<file path="src/rtl/upc_mon_pkg.sv">
// Shared types and defaults for the upc_loop_monitor block.
//   mod_status_t : kernel handshake status as seen by the monitor
//   CNT_W_DEF    : default statistics counter width
package upc_mon_pkg;

  typedef enum logic [1:0] {
    IDLE      = 2'd0,
    RUN       = 2'd1,
    DONE_WAIT = 2'd2
  } mod_status_t;

  localparam int CNT_W_DEF = 32;

endpackage

</file>
<file path="src/rtl/upc_loop_monitor_sat_counter.sv">
// Saturating up-counter used for every statistic in upc_loop_monitor.
// Ports:
//   clock, reset : rising-edge clock, synchronous active-high reset
//   inc          : add one (stops at all-ones, never wraps)
//   clr          : clear to zero, wins over inc
//   hold         : freeze the value, wins over clr and inc
//   cnt          : current count
import upc_mon_pkg::*;

module sat_counter #(
  parameter int CNT_W = CNT_W_DEF
) (
  input  logic             clock,
  input  logic             reset,
  input  logic             inc,
  input  logic             clr,
  input  logic             hold,
  output logic [CNT_W-1:0] cnt
);

  always_ff @(posedge clock) begin
    if (reset) begin
      cnt <= '0;
    end else if (!hold) begin
      if (clr)
        cnt <= '0;
      else if (inc && !(&cnt))
        cnt <= cnt + 1'b1;
    end
  end

endmodule

</file>
<file path="src/rtl/upc_loop_monitor.sv">
// Status/statistics monitor for one ap_ctrl_chain kernel and its pipelined
// loop. Tracks the block-level handshake and counts transactions, loop
// iterations, loop quits and stall cycles; freezes everything once finish
// has been seen so final statistics can be read at leisure.
// Ports:
//   clock, reset                      : rising-edge clock, sync active-high reset
//   ap_start/ap_ready/ap_done/ap_continue : kernel block handshake
//   cur_state                         : kernel FSM state
//   iter_start_*/iter_end_*/quit_*    : state encoding, block, enable of the
//                                       first stage, last stage and quit point
//   loop_start/ready/done/continue    : loop-level handshake
//   quit_at_end                       : loop quits on the final iteration end
//   finish                            : freeze request (sticky)
//   mod_status, loop_active           : registered status
//   *_cnt, last_latency               : saturating statistics
//   frozen                            : set the cycle after finish
import upc_mon_pkg::*;

module upc_loop_monitor #(
  parameter int STATE_W = 1,
  parameter int CNT_W   = CNT_W_DEF
) (
  input  logic               clock,
  input  logic               reset,
  input  logic               ap_start,
  input  logic               ap_ready,
  input  logic               ap_done,
  input  logic               ap_continue,
  input  logic [STATE_W-1:0] cur_state,
  input  logic [STATE_W-1:0] iter_start_state,
  input  logic [STATE_W-1:0] iter_end_state,
  input  logic [STATE_W-1:0] quit_state,
  input  logic               iter_start_block,
  input  logic               iter_end_block,
  input  logic               quit_block,
  input  logic               iter_start_enable,
  input  logic               iter_end_enable,
  input  logic               quit_enable,
  input  logic               loop_start,
  input  logic               loop_ready,
  input  logic               loop_done,
  input  logic               loop_continue,
  input  logic               quit_at_end,
  input  logic               finish,
  output logic [1:0]         mod_status,
  output logic               loop_active,
  output logic [CNT_W-1:0]   trans_start_cnt,
  output logic [CNT_W-1:0]   trans_done_cnt,
  output logic [CNT_W-1:0]   iter_start_cnt,
  output logic [CNT_W-1:0]   iter_end_cnt,
  output logic [CNT_W-1:0]   quit_cnt,
  output logic [CNT_W-1:0]   stall_cnt,
  output logic [CNT_W-1:0]   last_trip_cnt,
  output logic [CNT_W-1:0]   last_latency,
  output logic               frozen
);

  mod_status_t state_q, state_d;
  logic [CNT_W-1:0] trip_cnt, cyc_cnt;
  logic it_s, it_e, qt, quit_hit, start_acc, done_acc, stall;

  // loop_ready/loop_continue carry no statistic of their own
  logic unused_loop_hs;
  assign unused_loop_hs = &{1'b0, loop_ready, loop_continue};

  assign it_s      = (cur_state == iter_start_state) && iter_start_enable && !iter_start_block;
  assign it_e      = (cur_state == iter_end_state) && iter_end_enable && !iter_end_block;
  assign quit_hit  = (cur_state == quit_state) && quit_enable && !quit_block;
  assign qt        = loop_active && loop_done && (quit_at_end ? quit_hit : 1'b1);
  assign start_acc = ap_start && ap_ready;
  assign done_acc  = ap_done && ap_continue;
  assign stall     = loop_active && (iter_start_block || iter_end_block || quit_block);

  // Handshake status FSM
  always_ff @(posedge clock) begin
    if (reset) state_q <= IDLE;
    else       state_q <= state_d;
  end

  always_comb begin
    state_d = state_q;
    if (!frozen) begin
      unique case (state_q)
        IDLE:      if (ap_start) state_d = RUN;
        RUN:       if (ap_done) begin
                     if (ap_continue) state_d = start_acc ? RUN : IDLE;
                     else             state_d = DONE_WAIT;
                   end
        DONE_WAIT: if (ap_continue) state_d = IDLE;
        default:   state_d = IDLE;
      endcase
    end
  end

  assign mod_status = state_q;

  // Loop activity, freeze flag and the two captured statistics
  always_ff @(posedge clock) begin
    if (reset) begin
      loop_active   <= 1'b0;
      frozen        <= 1'b0;
      last_trip_cnt <= '0;
      last_latency  <= '0;
    end else begin
      if (finish) frozen <= 1'b1;
      if (!frozen) begin
        // quit wins over a coincident start
        if (qt)                           loop_active <= 1'b0;
        else if (loop_start && !loop_active) loop_active <= 1'b1;

        // include the iteration retiring in the quit cycle itself
        if (qt)
          last_trip_cnt <= (it_e && !(&trip_cnt)) ? trip_cnt + 1'b1 : trip_cnt;

        // only the first ap_done of a transaction ends its latency window;
        // ap_done held through DONE_WAIT does not stretch it
        if (ap_done && state_q == RUN)
          last_latency <= (&cyc_cnt) ? cyc_cnt : cyc_cnt + 1'b1;
      end
    end
  end

  sat_counter #(.CNT_W(CNT_W)) u_trans_start (.clock(clock), .reset(reset), .inc(start_acc), .clr(1'b0), .hold(frozen), .cnt(trans_start_cnt));
  sat_counter #(.CNT_W(CNT_W)) u_trans_done  (.clock(clock), .reset(reset), .inc(done_acc),  .clr(1'b0), .hold(frozen), .cnt(trans_done_cnt));
  sat_counter #(.CNT_W(CNT_W)) u_iter_start  (.clock(clock), .reset(reset), .inc(it_s),      .clr(1'b0), .hold(frozen), .cnt(iter_start_cnt));
  sat_counter #(.CNT_W(CNT_W)) u_iter_end    (.clock(clock), .reset(reset), .inc(it_e),      .clr(1'b0), .hold(frozen), .cnt(iter_end_cnt));
  sat_counter #(.CNT_W(CNT_W)) u_quit        (.clock(clock), .reset(reset), .inc(qt),        .clr(1'b0), .hold(frozen), .cnt(quit_cnt));
  sat_counter #(.CNT_W(CNT_W)) u_stall       (.clock(clock), .reset(reset), .inc(stall),     .clr(1'b0), .hold(frozen), .cnt(stall_cnt));
  // per-invocation trip count; restarts after each quit
  sat_counter #(.CNT_W(CNT_W)) u_trip        (.clock(clock), .reset(reset), .inc(it_e),      .clr(qt),   .hold(frozen), .cnt(trip_cnt));
  // free-running cycle count since the last start accept
  sat_counter #(.CNT_W(CNT_W)) u_cyc         (.clock(clock), .reset(reset), .inc(1'b1),      .clr(start_acc), .hold(frozen), .cnt(cyc_cnt));

endmodule

</file>
<file path="config.mk">
export PLATFORM = sky130hd
export DESIGN_NAME = upc_loop_monitor
export DESIGN_NICKNAME = d
export VERILOG_FILES = /design/src/rtl/upc_mon_pkg.sv /design/src/rtl/upc_loop_monitor_sat_counter.sv /design/src/rtl/upc_loop_monitor.sv
export SDC_FILE = /design/constraint.sdc
export NUM_CORES = 1
export LEC_CHECK = 0
export CAP_MARGIN = 40
export CELL_PAD_IN_SITES_DETAIL_PLACEMENT = 1
export CELL_PAD_IN_SITES_GLOBAL_PLACEMENT = 1
export CORE_MARGIN = 2
export CORE_UTILIZATION = 40
export CTS_CLUSTER_DIAMETER = 200
export CTS_CLUSTER_SIZE = 20
export DETAILED_ROUTE_END_ITERATION = 12
export PLACE_DENSITY_LB_ADDON = 0.05
export SYNTH_ARGS = -nofsm -noshare
export SYNTH_HDL_FRONTEND = slang
export SYNTH_SLANG_ARGS = --single-unit
</file>
<file path="constraint.sdc">
create_clock -name clock -period 6.1 [get_ports clock]
set_input_delay 0.61 -clock clock [delete_from_list [all_inputs] [get_ports clock]]
set_output_delay 0.61 -clock clock [all_outputs]
set_load 0.05 [all_outputs]
</file>
==> impl_results.md <==
- Status: complete, no violations
- Number of routed nets with antenna violations: 0
- CP Max Fanout: 20
- Worst path arrival time: 3.49 ns
- WS Path Type: register to register
- Worst slew margin: 0.4210
- Worst setup margin: 3.047 ns
- Distinct cells, synth: 63
- Die height: 201.3 um
- Tmin final: 3.053 ns
- WHS Path Cells: 2
- Synth warn: 0
- P_sw: 0.0009519 W
- TritonCTS clock tree: built
- Max incr delay on CP: 0.71 ns
- RSZ-0062 raised after global routing: no
- Routed len/inst: 18.46 um
- CP endpoint kind: register
- CP most frequent cell: nand4_1
- Synth area leaders: dfxtp_1, xor2_1, nor2_1
- Power per standard cell area: 195.6 nW/um^2
- Clk sinks: 324
- Most instantiated library cell after synthesis: dfxtp_1
- GRT overflow: 0
- Area leader, netlist: dfxtp_1
- Number of H-tree levels: 1
- Post-synth top cells: dfxtp_1, nor2_1, nand2_1
- Syn_nets: 1921
- Syn Area/Cell: 8.238 um^2
- Area occupied by registers: 6486 um^2
- Nets: 2140
- DR pass1 iterations: 5
- Post-Syn Instances: 1891
- Prevailing post-synth register cell: dfxtp_1
- Root Driver: clkbuf_16
- Initial drt markers: 707
- Slew Viols, Final: 0
- Post-CTS Hold Buffers: 0
- Number of global-route vias before repair: 14543
- Power, Total: 0.003779 W
- CORE AREA: 38560 um^2
- Antenna Diode Count: 0
- CP startpoint kind: register
- # rows: 72
- WP data required: 6.54 ns
- Final GP Congestion: 0.8638
- Final HPWL DP: 34.57 mm
- Slowest CP cell: nand3_1
- Skew-Pair Late Insertion Delay: 0.53 ns
- Initial antenna violation count: 0
- Final non-filler cell total: 2628
- Initial Utilization: 0.4040
- Leakage: 6.172 nW
- Register bit count reported by yosys: 324
- Setup Buffers After CTS: 0
- Switch share: 0.2519
- Int Power: 0.002827 W
- VDD IR max: 0.1599 mV
- Hold WC Path Type: register to register
- Placed insts: 2606
- Clock Tree Buf Depth: 3
- Yosys top cell area share: 0.4164
- Via count: 14642
- Utilization after layout: 0.5012
- I/O Buffers: 279
- Clk pin slew, worst setup/hold paths: 0.09 ns
- Fin. Hold Viols: 0
- Largest net degree at the start of global routing: 116
- Ys async rst share: 0
- Tcrit/Tclk final: 0.5005
- Max-Cap Viols: 0
- Vias/cell: 5.572
- Post-synthesis sequential area ratio: 0.4164
- Clock network power share: 0.363
- Cell Area, Synth: 15580 um^2
- Gr usage total: 0.2309
- Fin Setup TNS: 0 ns
- Reg2Reg Depth: 7
- Finish-stage setup viols: 0
- Sequential share of power: 0.568
- Place WS: 2.740 ns
- Die ar.: 40540 um^2
- Post-CTS Resized: 0
- Comb pwr share: 0.069
- Clock Skews: 0.02325 ns
- Area of the multi-input gates: 8625 um^2
- Die X: 201.3 um
- # fillers: 4657
- CTS Buf Count: 20
- First-pass GRT wire length: 78.03 mm
- DR DRC count: 0
- EDFF count, synth: 0
- Share of cells above drive strength 1: 0.03128
- Slew @ Worst Pin: 0.8661 ns
- IO Count: 282
- Fmax: 327.5 MHz
- Area Growth Syn to Fin: 24.05%
- Routed WL: 48.51 mm
- Crit-path cells: ha_1 > nand4_1 > nor4_1 > nand3_1 > nand4_1 > xor2_1 > a211oi_1
critical path, delay by kind of cell (launching register included):
kind	cells	cell delay [ns]
simple gates	4	1.93
fa+ha+maj	1	0.25
xor+xnor	1	0.10
flops	1	0.43
compound gates	1	0.24
sequential cells by signal, indices dropped and copies added (netlist names):
register and count:
frozen 1, last_latency 32, last_trip_cnt 32, loop_active 1, mod_status 2, u_cyc.cnt 32, u_iter_end.cnt 32, u_iter_start.cnt 32
u_quit.cnt 32, u_stall.cnt 32, u_trans_done.cnt 32, u_trans_start.cnt 32, u_trip.cnt 32
layout by cell type, fill, tap and decap left out, types with 32 or more instances in the layout:
cell	n
xnor2_1	102
or3_1	40
nor3_1	74
xor2_1	112
dfxtp_1	324
a211oi_1	33
and4_1	32
nand3_1	131
nand2_1	157
nand4_1	79
o21ai_0	92
a21oi_1	62
a31oi_1	39
clkdlybuf4s50_1	278
and3_1	46
nor2_1	261
final timing paths:
check	startpoint	to	slack, ns
hold / removal	last_trip_cnt[15]$_SDFFE_PP0P_	last_trip_cnt[15]$_SDFFE_PP0P_	0.46
setup / recovery	u_cyc.cnt[0]$_SDFFE_PP0N_	last_latency[7]$_SDFFE_PP0P_	3.05
hold reg to reg	last_trip_cnt[15]$_SDFFE_PP0P_	last_trip_cnt[15]$_SDFFE_PP0P_	0.46
setup reg to reg	u_cyc.cnt[0]$_SDFFE_PP0N_	last_latency[7]$_SDFFE_PP0P_	3.05
metal layers:
metal,vias to the layer above,part of all wire,global-route usage
met2,244,0.47,0.3922
li1,7156,-,-
met1,7171,0.44,0.2842
met4,0,0.032,0.07458
met5,-,0,0
met3,71,0.062,0.06106
power groups by stage:
stage / Sequential, W / Clock, W / Combinational, W
2_1_floorplan: 0.00225 / 0 / 0.000114
3_3_place_gp: 0.00219 / 0 / 0.000257
3_5_place_dp: 0.00220 / 0 / 0.000263
4_1_cts: 0.00215 / 0.00142 / 0.000264
5_1_grt: 0.00215 / 0.00149 / 0.000282
6_report: 0.00215 / 0.00137 / 0.000261
stage by stage:
| step | hold WS [ns] | area [um^2] |
|---|---|---|
| finish | 0.4555 | 19320 |
| global route | 0.4755 | 19320 |
| CTS | 0.4588 | 19320 |
| detailed placement | 0.4464 | 18780 |
| global placement | 0.4341 | 18740 |
| floorplan | 0.4592 | 15580 |
cells by family after synthesis:
| kind of cell | after synthesis | share of synthesized area |
|---|---|---|
| adder cells (fa/ha/maj) | 8 | 0.006426 |
| AO/OA/AOI/OAI | 299 | 0.1182 |
| buffers and inverters | 121 | 0.03060 |
| flip-flops | 324 | 0.4164 |
| AND/OR/NAND/NOR | 919 | 0.3042 |
| XOR/XNOR | 214 | 0.1203 |
| multiplexers | 6 | 0.003856 |
layout make-up:
cell class,instances,area share
multi-input combinational,1446,0.4463
sequential,324,0.3357
timing repair buffer,294,0.1518
tap,518,0.03354
clock buffer,21,0.02720
inverter,24,0.004662
clock inverter,1,0.0008418
(Power assumes the default switching activity.)
